<file path="src/rtl/dsp_acc_control_if.sv">
// Handshake bundle between the word source and the DSP accumulator controller.
// Carries the word strobes and channel mask in, and the DSP mode commands and event status out.
interface dsp_acc_control_if #(
    parameter int NCH   = 4,
    parameter int CNT_W = 8
);
    logic             DV;
    logic             EV;
    logic [NCH-1:0]   CH_EN;
    logic [NCH-1:0]   MODECP;
    logic [NCH-1:0]   MODE0;
    logic             DVout;
    logic [NCH-1:0]   RESULT_VALID;
    logic [CNT_W-1:0] WORD_CNT;
    logic             OVF;
    logic [1:0]       state_out;

    modport master (
        output DV, EV, CH_EN,
        input  MODECP, MODE0, DVout, RESULT_VALID, WORD_CNT, OVF, state_out
    );

    modport slave (
        input  DV, EV, CH_EN,
        output MODECP, MODE0, DVout, RESULT_VALID, WORD_CNT, OVF, state_out
    );
endinterface

</file>
<file path="src/rtl/dsp_acc_control.sv">
// Sequences load/accumulate commands for NCH DSP accumulators over word events, and
// flags the cycle each channel's P register holds the completed event sum.
module dsp_acc_control #(
    parameter int NCH   = 4,
    parameter int LAT   = 3,
    parameter int CNT_W = 8,
    parameter int MAXW  = 200
) (
    input  logic             CLOCK,
    input  logic             RESET,
    dsp_acc_control_if.slave bus
);
    localparam int FL_W = (LAT > 1) ? $clog2(LAT) : 1;

    typedef enum logic [1:0] {
        IDLE    = 2'b00,
        ACC     = 2'b01,
        FLUSH   = 2'b10,
        DISCARD = 2'b11
    } state_t;

    state_t           state_q, state_nx;
    logic [NCH-1:0]   mask_q, mask_nx;
    logic [CNT_W-1:0] cnt_q, cnt_nx;
    logic             ovf_q, ovf_nx;
    logic [FL_W-1:0]  fl_q, fl_nx;
    logic [NCH-1:0]   modecp_nx, mode0_nx, last_nx;

    logic [NCH-1:0]   modecp_p1, mode0_p1;
    logic [NCH-1:0]   rv_pipe [LAT];
    logic [NCH-1:0]   rv_p;
    logic [LAT:0]     dv_pipe;

    always_ff @(posedge CLOCK) begin
        if (!RESET) begin
            state_q <= IDLE;
            mask_q  <= '0;
            cnt_q   <= '0;
            ovf_q   <= 1'b0;
            fl_q    <= '0;
        end else begin
            state_q <= state_nx;
            mask_q  <= mask_nx;
            cnt_q   <= cnt_nx;
            ovf_q   <= ovf_nx;
            fl_q    <= fl_nx;
        end
    end

    always_comb begin
        state_nx  = state_q;
        mask_nx   = mask_q;
        cnt_nx    = cnt_q;
        ovf_nx    = ovf_q;
        fl_nx     = fl_q;
        modecp_nx = '0;
        mode0_nx  = '0;
        last_nx   = '0;
        case (state_q)
            IDLE, FLUSH: begin
                if (bus.DV) begin
                    // First word of an event: the mask seen now is held until the event ends.
                    mask_nx   = bus.CH_EN;
                    modecp_nx = bus.CH_EN;
                    cnt_nx    = CNT_W'(1);
                    ovf_nx    = 1'b0;
                    fl_nx     = '0;
                    if (bus.EV) begin
                        last_nx  = bus.CH_EN;
                        state_nx = FLUSH;
                    end else begin
                        state_nx = ACC;
                    end
                end else if (state_q == FLUSH) begin
                    if (fl_q == FL_W'(LAT - 1))
                        state_nx = IDLE;
                    else
                        fl_nx = fl_q + 1'b1;
                end
            end
            ACC: begin
                if (bus.DV) begin
                    // A word beyond MAXW is dropped and the rest of the event is discarded.
                    if (cnt_q >= CNT_W'(MAXW)) begin
                        ovf_nx   = 1'b1;
                        state_nx = bus.EV ? IDLE : DISCARD;
                    end else begin
                        mode0_nx = mask_q;
                        cnt_nx   = cnt_q + 1'b1;
                        if (bus.EV) begin
                            last_nx  = mask_q;
                            fl_nx    = '0;
                            state_nx = FLUSH;
                        end
                    end
                end
            end
            DISCARD: begin
                if (bus.DV && bus.EV)
                    state_nx = IDLE;
            end
            default: state_nx = IDLE;
        endcase
    end

    // Stage p1: registered DSP mode commands; result masks ride an LAT-deep pipe behind them.
    always_ff @(posedge CLOCK) begin
        if (!RESET) begin
            modecp_p1 <= '0;
            mode0_p1  <= '0;
            rv_p      <= '0;
            dv_pipe   <= '0;
            for (int i = 0; i < LAT; i++)
                rv_pipe[i] <= '0;
        end else begin
            modecp_p1  <= modecp_nx;
            mode0_p1   <= mode0_nx;
            rv_pipe[0] <= last_nx;
            for (int i = 1; i < LAT; i++)
                rv_pipe[i] <= rv_pipe[i-1];
            rv_p    <= rv_pipe[LAT-1];
            dv_pipe <= {dv_pipe[LAT-1:0], bus.DV};
        end
    end

    assign bus.MODECP       = modecp_p1;
    assign bus.MODE0        = mode0_p1;
    assign bus.RESULT_VALID = rv_p;
    assign bus.DVout        = dv_pipe[LAT];
    assign bus.WORD_CNT     = cnt_q;
    assign bus.OVF          = ovf_q;
    assign bus.state_out    = state_q;
endmodule

</file>
<file path="src/flat_wrapper.sv">
// flat-port wrapper written by rule: the top's interface ports become plain ports
module dsp_acc_control_flat 
#(
    parameter int NCH   = 4,
    parameter int LAT   = 3,
    parameter int CNT_W = 8,
    parameter int MAXW  = 200
)
  (CLOCK, RESET, bus_DV, bus_EV, bus_CH_EN, bus_MODECP, bus_MODE0, bus_DVout, bus_RESULT_VALID, bus_WORD_CNT, bus_OVF, bus_state_out);
  dsp_acc_control_if #(.NCH(NCH), .CNT_W(CNT_W)) bus_i ();
  input  logic CLOCK;
  input  logic RESET;
  input wire logic [$bits(bus_i.DV)-1:0] bus_DV;
  input wire logic [$bits(bus_i.EV)-1:0] bus_EV;
  input wire logic [$bits(bus_i.CH_EN)-1:0] bus_CH_EN;
  output wire logic [$bits(bus_i.MODECP)-1:0] bus_MODECP;
  output wire logic [$bits(bus_i.MODE0)-1:0] bus_MODE0;
  output wire logic [$bits(bus_i.DVout)-1:0] bus_DVout;
  output wire logic [$bits(bus_i.RESULT_VALID)-1:0] bus_RESULT_VALID;
  output wire logic [$bits(bus_i.WORD_CNT)-1:0] bus_WORD_CNT;
  output wire logic [$bits(bus_i.OVF)-1:0] bus_OVF;
  output wire logic [$bits(bus_i.state_out)-1:0] bus_state_out;
  assign bus_i.DV = bus_DV;
  assign bus_i.EV = bus_EV;
  assign bus_i.CH_EN = bus_CH_EN;
  assign bus_MODECP = bus_i.MODECP;
  assign bus_MODE0 = bus_i.MODE0;
  assign bus_DVout = bus_i.DVout;
  assign bus_RESULT_VALID = bus_i.RESULT_VALID;
  assign bus_WORD_CNT = bus_i.WORD_CNT;
  assign bus_OVF = bus_i.OVF;
  assign bus_state_out = bus_i.state_out;
  dsp_acc_control #(.NCH(NCH), .LAT(LAT), .CNT_W(CNT_W), .MAXW(MAXW)) u_core (.CLOCK(CLOCK), .RESET(RESET), .bus(bus_i));
endmodule
</file>
<file path="config.mk">
export PLATFORM = sky130hd
export DESIGN_NAME = dsp_acc_control_flat
export DESIGN_NICKNAME = d
export VERILOG_FILES = /design/src/rtl/dsp_acc_control_if.sv /design/src/rtl/dsp_acc_control.sv /design/src/flat_wrapper.sv
export SDC_FILE = /design/constraint.sdc
export NUM_CORES = 1
export LEC_CHECK = 0
export CAP_MARGIN = 20
export CELL_PAD_IN_SITES_DETAIL_PLACEMENT = 1
export CELL_PAD_IN_SITES_GLOBAL_PLACEMENT = 2
export CORE_UTILIZATION = 30
export DETAILED_ROUTE_END_ITERATION = 10
export GPL_TIMING_DRIVEN = 0
export MAX_ROUTING_LAYER = met4
export PLACE_DENSITY = 0.74
export SLEW_MARGIN = 20
export SYNTH_ARGS = -nofsm -noshare
export SYNTH_HDL_FRONTEND = slang
export SYNTH_SLANG_ARGS = --single-unit
</file>
<file path="constraint.sdc">
create_clock -name CLOCK -period 1.9 [get_ports CLOCK]
set_input_delay 0.38 -clock CLOCK [delete_from_list [all_inputs] [get_ports CLOCK]]
set_output_delay 0.38 -clock CLOCK [all_outputs]
set_load 0.01 [all_outputs]
</file>
==> flow_summary.json, run 1 <==
{
  "routedWlPerCell_um": 13.8,
  "rows": 26,
  "drv_cap": 0,
  "drt_wl_total_mm": 3.88,
  "relSlewSlack_pct": 66.8,
  "io_pins": 32,
  "numCtsBuffers": 5,
  "yosys.area.top_type_share_pct": 54.2,
  "drv_slew": 0,
  "start_util_pct": 31.7,
  "critPathKind": "reg -> out",
  "crit_family": "buffers and inverters",
  "worstPathArrival_ns": 1.40,
  "layout_commonest_cell": "dfxtp_1",
  "hold_path.class": "reg -> reg",
  "worstPathRequired_ns": 1.52,
  "yosysSeqAreaShare_pct": 54.2,
  "die_h_um": 76.5,
  "cp_slowest_cell": "clkdlybuf4s50_1",
  "critPathCaptureType": "primary output",
  "yosysWarnings": 0,
  "drive_gt1_share_pct": 6.16,
  "die_area_sq_um": 5840,
  "die_w_um": 76.5,
  "drc": 0,
  "startpoint_type": "flop",
  "rsz0062_at_grt": "no",
  "clk_pin_slew_ns": 0.09,
  "avgSynthCellArea_sq_um": 9.61,
  "path_max_fanout": 7,
  "vias": 1296,
  "leakage_nw": 0.813,
  "yosysTopAreaCell": "dfxtp_1",
  "synth_top_cells_by_area": "dfxtp_1, and2_1, nand2_1, a21oi_1, xnor2_1",
  "diodes": 0,
  "track_usage_pct": 14.9,
  "via_per_inst": 4.61,
  "syn_inst": 173,
  "drt_first_pass_iters": 4,
  "cts-root-buf": "clkbuf_8",
  "final_cell_mix": "dfxtp_1, clkdlybuf4s50_1, nand2_1, and2_1, a21oi_1",
  "clock-sinks": 45,
  "synth_area_sq_um": 1660,
  "port_buffers": 30,
  "status": "finished clean",
  "antenna_found_initial": 0,
  "p_per_area_nw_per_um2": 830,
  "grt_first_pass_wirelength_mm": 6.71,
  "dp_hpwl_mm": 2.82,
  "areaGrowthSynthToFinish_pct": 29.3,
  "setup_viol": 0,
  "min_period_over_period_pct": 93.9,
  "min_period_ns": 1.78,
  "hold_violations": 0,
  "htreeDepth": 2,
  "grt-ovfl-total": 0,
  "grt_pass1_vias": 1392,
  "coreArea_sq_um": 5240,
  "yosysUniqueCellTypes": 30,
  "final_nets": 221,
  "drtAntennaViolNets": 0,
  "worstSkewPairLatency_ns": 0.30,
  "post-route-util_pct": 41.1,
  "fin_skew_ns": 0.0117,
  "drtIter0Drc": 28,
  "cts_hold_buf": 0,
  "crit_chain": "clkdlybuf4s50_1",
  "grt_max_degree": 16,
  "syn_nets": 184,
  "ys_ff_latch": 45,
  "tns_ns": 0,
  "worst_pin_slew_ns": 0.498,
  "ir_drop_uv": 327,
  "crit_buf_inv": 1,
  "gp_congestion": 0.747,
  "post_cts_resized": 0,
  "post_cts_buffers": 0,
  "cts_buffer_depth": 2,
  "critPathMaxStageDelay_ns": 0.60,
  "cts_tree": "built",
  "fmax_mhz": 560
}
## metal layers
| layer | routed length (um) | track usage, % |
|---|---|---|
| met1 | 1930 | 18.8 |
| met2 | 1790 | 23.6 |
| met3 | 102 | 2.87 |
| met4 | 57 | 5.19 |
| met5 | 0 | - |
## cell usage after synthesis
master / n
o21ai_0: 3
or4_4: 1
mux2i_1: 3
inv_1: 8
and2_1: 20
o211ai_1: 1
a31o_1: 1
clkbuf_1: 6
a2111oi_2: 1
and3_1: 5
nor4_1: 1
xnor2_1: 5
a31oi_1: 3
a311oi_2: 2
nor2_4: 1
o311a_1: 1
dfxtp_1: 45
o221ai_1: 1
buf_1: 1
a21o_1: 2
nor3b_1: 2
a21boi_0: 4
o221a_1: 1
a21oi_1: 12
nand2_1: 24
nor2_1: 8
nor2b_1: 1
a211oi_1: 1
ha_1: 3
nand3_1: 6
## state kept, by name (all words and copies together) (netlist names)
register / cells
u_core.bus.OVF: 1
u_core.bus.state_out: 2
u_core.bus.MODECP: 4
u_core.bus.WORD_CNT: 8
u_core.bus.MODE0: 4
u_core.dv_pipe: 4
u_core.mask_q: 4
u_core.bus.RESULT_VALID: 4
u_core.fl_q: 2
u_core.rv_pipe: 12
## final timing paths
path	startpoint	cells past startpoint	end	slack (ns)
setup / recovery	u_core.bus.state_out[1]$_SDFFE_PN0P_	1	bus_state_out[1]	0.12
hold / removal	u_core.rv_pipe[0][2]$_SDFF_PN0_	1	u_core.rv_pipe[1][2]$_SDFF_PN0_	0.44
setup reg to reg	u_core.bus.state_out[0]$_SDFFE_PN0P_	5	u_core.rv_pipe[0][3]$_SDFF_PN0_	0.15
hold reg to reg	u_core.rv_pipe[0][2]$_SDFF_PN0_	1	u_core.rv_pipe[1][2]$_SDFF_PN0_	0.44
## power breakdown
part           switching [mW]  internal (mW)  total (mW)
clock                   0.347          0.302       0.650
sequential             0.0168          0.966       0.983
combinational          0.0890         0.0641       0.153
total                   0.453           1.33        1.79
## per-stage QoR
step | total power [mW] | area (sq um) | hold slack, ns | setup WS, ns | cells
floorplan | 1.09 | 1660 | 0.412 | 0.394 | 173
global placement | 1.15 | 2050 | 0.414 | 0.139 | 273
detailed placement | 1.16 | 2050 | 0.424 | 0.0459 | 273
CTS | 1.80 | 2150 | 0.445 | 0.0987 | 281
global route | 1.87 | 2150 | 0.470 | 0.0160 | 281
finish | 1.79 | 2150 | 0.441 | 0.116 | 281
## layout make-up
type	count	area [sq um]
sequential	45	901
fill	620	3090
timing repair buffer	30	300
clock inverter	2	17.5
multi-input combinational	113	706
clock buffer	6	82.6
buffer	7	26.3
tap	70	87.6
inverter	8	30.0
## logic make-up (layout without fill, tap and decap cells)
| kind of cell | Yosys count | in the layout | synth area share, % |
|---|---|---|---|
| AO/OA/AOI/OAI | 33 | 33 | 14.3 |
| AND/OR/NAND/NOR | 69 | 69 | 21.4 |
| flip-flops | 45 | 45 | 54.2 |
| buffers and inverters | 15 | 53 | 3.39 |
| adder cells (fa/ha/maj) | 3 | 3 | 2.26 |
| XOR/XNOR | 5 | 5 | 2.63 |
| multiplexers | 3 | 3 | 1.81 |
No activity file was read; power rests on OpenSTA's default activity.
==> run 2: changes to the inputs <==
Settings changed: ABC_AREA set to 1, CORE_UTILIZATION 30 to 29, PLACE_DENSITY 0.74 to not set, PLACE_DENSITY_LB_ADDON set to 0.2.
==> run 2 against run 1 <==
Power increased by 30%. Cell area increased by 6.3%. Final cell count increased by 25%. Non-clock buffer count decreased by 4. Area after synthesis increased by 7.8%. Register-to-register slack improved by 0.30 ns. Clock-buffer cell count decreased by 1. Global-route usage decreased by 0.45 points. Fmax decreased by 1.7%. Highest routed layer unchanged.
==> flow_summary.json, run 2 <==
{
  "status": "finished clean",
  "crit_family": "buffers and inverters",
  "min_period_over_period_pct": 95.5,
  "drtAntennaViolNets": 0,
  "rsz0062_at_grt": "no",
  "numCtsBuffers": 5,
  "min_period_ns": 1.81,
  "path_max_fanout": 5,
  "synth_common_cells": "nand2_1, dfxtp_1, inv_1",
  "met1Wirelength_mm": 2.10,
  "fin_skew_ns": 0.00310,
  "io_pins": 32,
  "wl_met3_um": 122,
  "drtIter0Drc": 39,
  "yosysWarnings": 0,
  "yosysSeqAreaShare_pct": 50.2,
  "grt_max_degree": 16,
  "drive_gt1_share_pct": 8.73,
  "crit_chain": "clkdlybuf4s50_1",
  "ys_ff_latch": 45,
  "tns_ns": 0,
  "setup_slack_ns": 0.0854,
  "whs_endpoint": "u_core.dv_pipe[2]$_SDFF_PN0_",
  "rrSetupSlack_ns": 0.45,
  "min_path_cells": 2,
  "die_w_um": 80.6,
  "yosysTopAreaCell": "dfxtp_1",
  "pre_cts_ws_ns": 0.00174,
  "synth_compound_area_share_pct": 5.37,
  "cts_buffer_depth": 2,
  "p_per_area_nw_per_um2": 1020,
  "crit_buf_inv": 1,
  "die_h_um": 80.6,
  "largest-register": "u_core.rv_pipe",
  "fmax_mhz": 551,
  "dp_hpwl_mm": 3.02,
  "synth_edf_count": 0,
  "synth_ff_type": "dfxtp_1",
  "relSlewSlack_pct": 67.6,
  "worstSkewPairLatency_ns": 0.30,
  "diodes": 0,
  "post_cts_resized": 0,
  "grt-ovfl-total": 0,
  "syn_inst": 236,
  "min_from": "u_core.dv_pipe[1]$_SDFF_PN0_",
  "leakage_nw": 1.08,
  "coreArea_sq_um": 5960,
  "post_cts_buffers": 0,
  "rows": 28,
  "reg2reg_depth": 7,
  "start_util_pct": 30.1,
  "synth_fa_ha_area_share_pct": 2.09,
  "grt_pass1_vias": 1414,
  "critPathKind": "reg -> out",
  "synth_area_sq_um": 1790,
  "met2_length_mm": 1.72,
  "critPathMaxStageDelay_ns": 0.60,
  "areaGrowthSynthToFinish_pct": 27.6,
  "hold_path.class": "reg -> reg",
  "yosysUniqueCellTypes": 25,
  "final_cells": 350,
  "critPathCaptureType": "primary output",
  "syn_nets": 247,
  "clk_pin_slew_ns": 0.09,
  "drt_first_pass_iters": 3,
  "drt_wl_total_mm": 4.02,
  "synthMuxAreaShare_pct": 0,
  "cp_slowest_cell": "clkdlybuf4s50_1",
  "worstPathArrival_ns": 1.43,
  "hold_violations": 0,
  "drv_slew": 0,
  "cts_hold_buf": 0,
  "die_area_sq_um": 6500,
  "cts-root-buf": "clkbuf_8",
  "gp_congestion": 0.737,
  "startpoint_type": "flop",
  "drv_cap": 0,
  "cts_tree": "built",
  "setup_viol": 0,
  "routedWlPerCell_um": 11.5,
  "ir_drop_uv": 412,
  "power_mw": 2.32,
  "synth_most_common_cell": "nand2_1",
  "top_layer": "met4",
  "timing.rr.start": "u_core.bus.state_out[0]$_SDFFE_PN0P_",
  "ys_async_sr_fraction_pct": 0,
  "vias": 1509,
  "worstPathRequired_ns": 1.52,
  "final_cell_mix": "nand2_1, dfxtp_1, inv_1, nor2_1, clkdlybuf4s50_1",
  "track_usage_pct": 14.4,
  "worstSetupPathDepth": 1,
  "synth_top_cells_by_area": "dfxtp_1, nand2_1, inv_1, nor2_1, nand3_1",
  "drc": 0,
  "synthSimpleGateAreaFrac_pct": 31.8,
  "largest_register_ffs": 12,
  "yosys.area.top_type_share_pct": 50.2,
  "port_buffers": 31,
  "dp.cells": 342,
  "final_nets": 285,
  "avgSynthCellArea_sq_um": 7.60,
  "worst_pin_slew_ns": 0.486,
  "grt_first_pass_wirelength_mm": 6.76,
  "antenna_found_initial": 0,
  "clock-sinks": 45,
  "yosys.area_share.xor_xnor_pct": 0.488,
  "via_per_inst": 4.31,
  "htreeDepth": 2,
  "rr_endpoint": "u_core.bus.WORD_CNT[4]$_SDFFE_PN0P_",
  "layout_commonest_cell": "nand2_1",
  "synth_top_family_by_area": "simple AND/OR/NAND/NOR gates"
}
## run 2: cell types whose count changed after synthesis, moves of 6 or more
cell,before,now
inv_2,0,6
and2_1,20,0
nand3_1,6,15
nor2_1,8,33
nand2_1,24,57
inv_1,8,40
nand4_1,0,6
## run 2: kinds of logic (layout without fill, tap and decap cells)
kind of cell / Yosys count / count (layout)
adders and majority gates: 3 / 3
and+or+nand+nor: 123 / 123
DFF: 45 / 45
xor gates and xnor gates: 1 / 1
AOI/OAI and AO/OA: 16 / 16
buffers and inverters: 48 / 87
## run 2: final cells by class
cell class / instances / area, sq um
multi-input cells: 143 / 712
flip-flops and latches: 45 / 901
well taps: 75 / 93.8
clock buffers: 5 / 68.8
plain buffers: 2 / 7.51
inverters: 46 / 173
fillers: 753 / 3670
repair buffers: 31 / 310
clock inverters: 3 / 21.3
## run 2: layer usage
layer / GRT usage [%] / vias up
li1: - / 795
met1: 18.5 / 686
met2: 21.6 / 21
met3: 3.07 / 7
met4: 6.43 / 0
met5: - / -
## run 2: report_power, final
part	total (mW)	switching, mW	internal [mW]
clock network	0.600	0.339	0.261
registers	1.10	0.0771	1.02
logic	0.621	0.385	0.237
total	2.32	0.801	1.52
## run 2: worst reg2reg max path, cell delays in order (launching register included)
cell and delay, ns:
dfxtp_1 0.50, inv_2 0.16, nor2_8 0.18, nand3_4 0.18, nand2_4 0.15, nor2_1 0.05, nor2_1 0.09, nor2_1 0.04
## run 2: how the worst max path moves through the flow
stage,to,startpoint
floorplan,u_core.bus.state_out[0]$_SDFFE_PN0P_,u_core.bus.state_out[0]$_SDFFE_PN0P_
global placement,u_core.bus.state_out[1]$_SDFFE_PN0P_,bus_DV
detailed placement,u_core.bus.WORD_CNT[0]$_SDFFE_PN0P_,bus_DV
CTS,bus_state_out[1],u_core.bus.state_out[1]$_SDFFE_PN0P_
global route,bus_state_out[1],u_core.bus.state_out[1]$_SDFFE_PN0P_
finish,bus_state_out[1],u_core.bus.state_out[1]$_SDFFE_PN0P_
## run 2: metrics by stage
stage	hold WS [ns]	instance area, sq um	util [%]
after floorplan	0.390	1790	-
after global placement	0.395	2200	36.9
after detailed placement	0.399	2200	36.9
after CTS	0.422	2290	38.4
after global routing	0.440	2290	38.4
final	0.418	2290	38.4
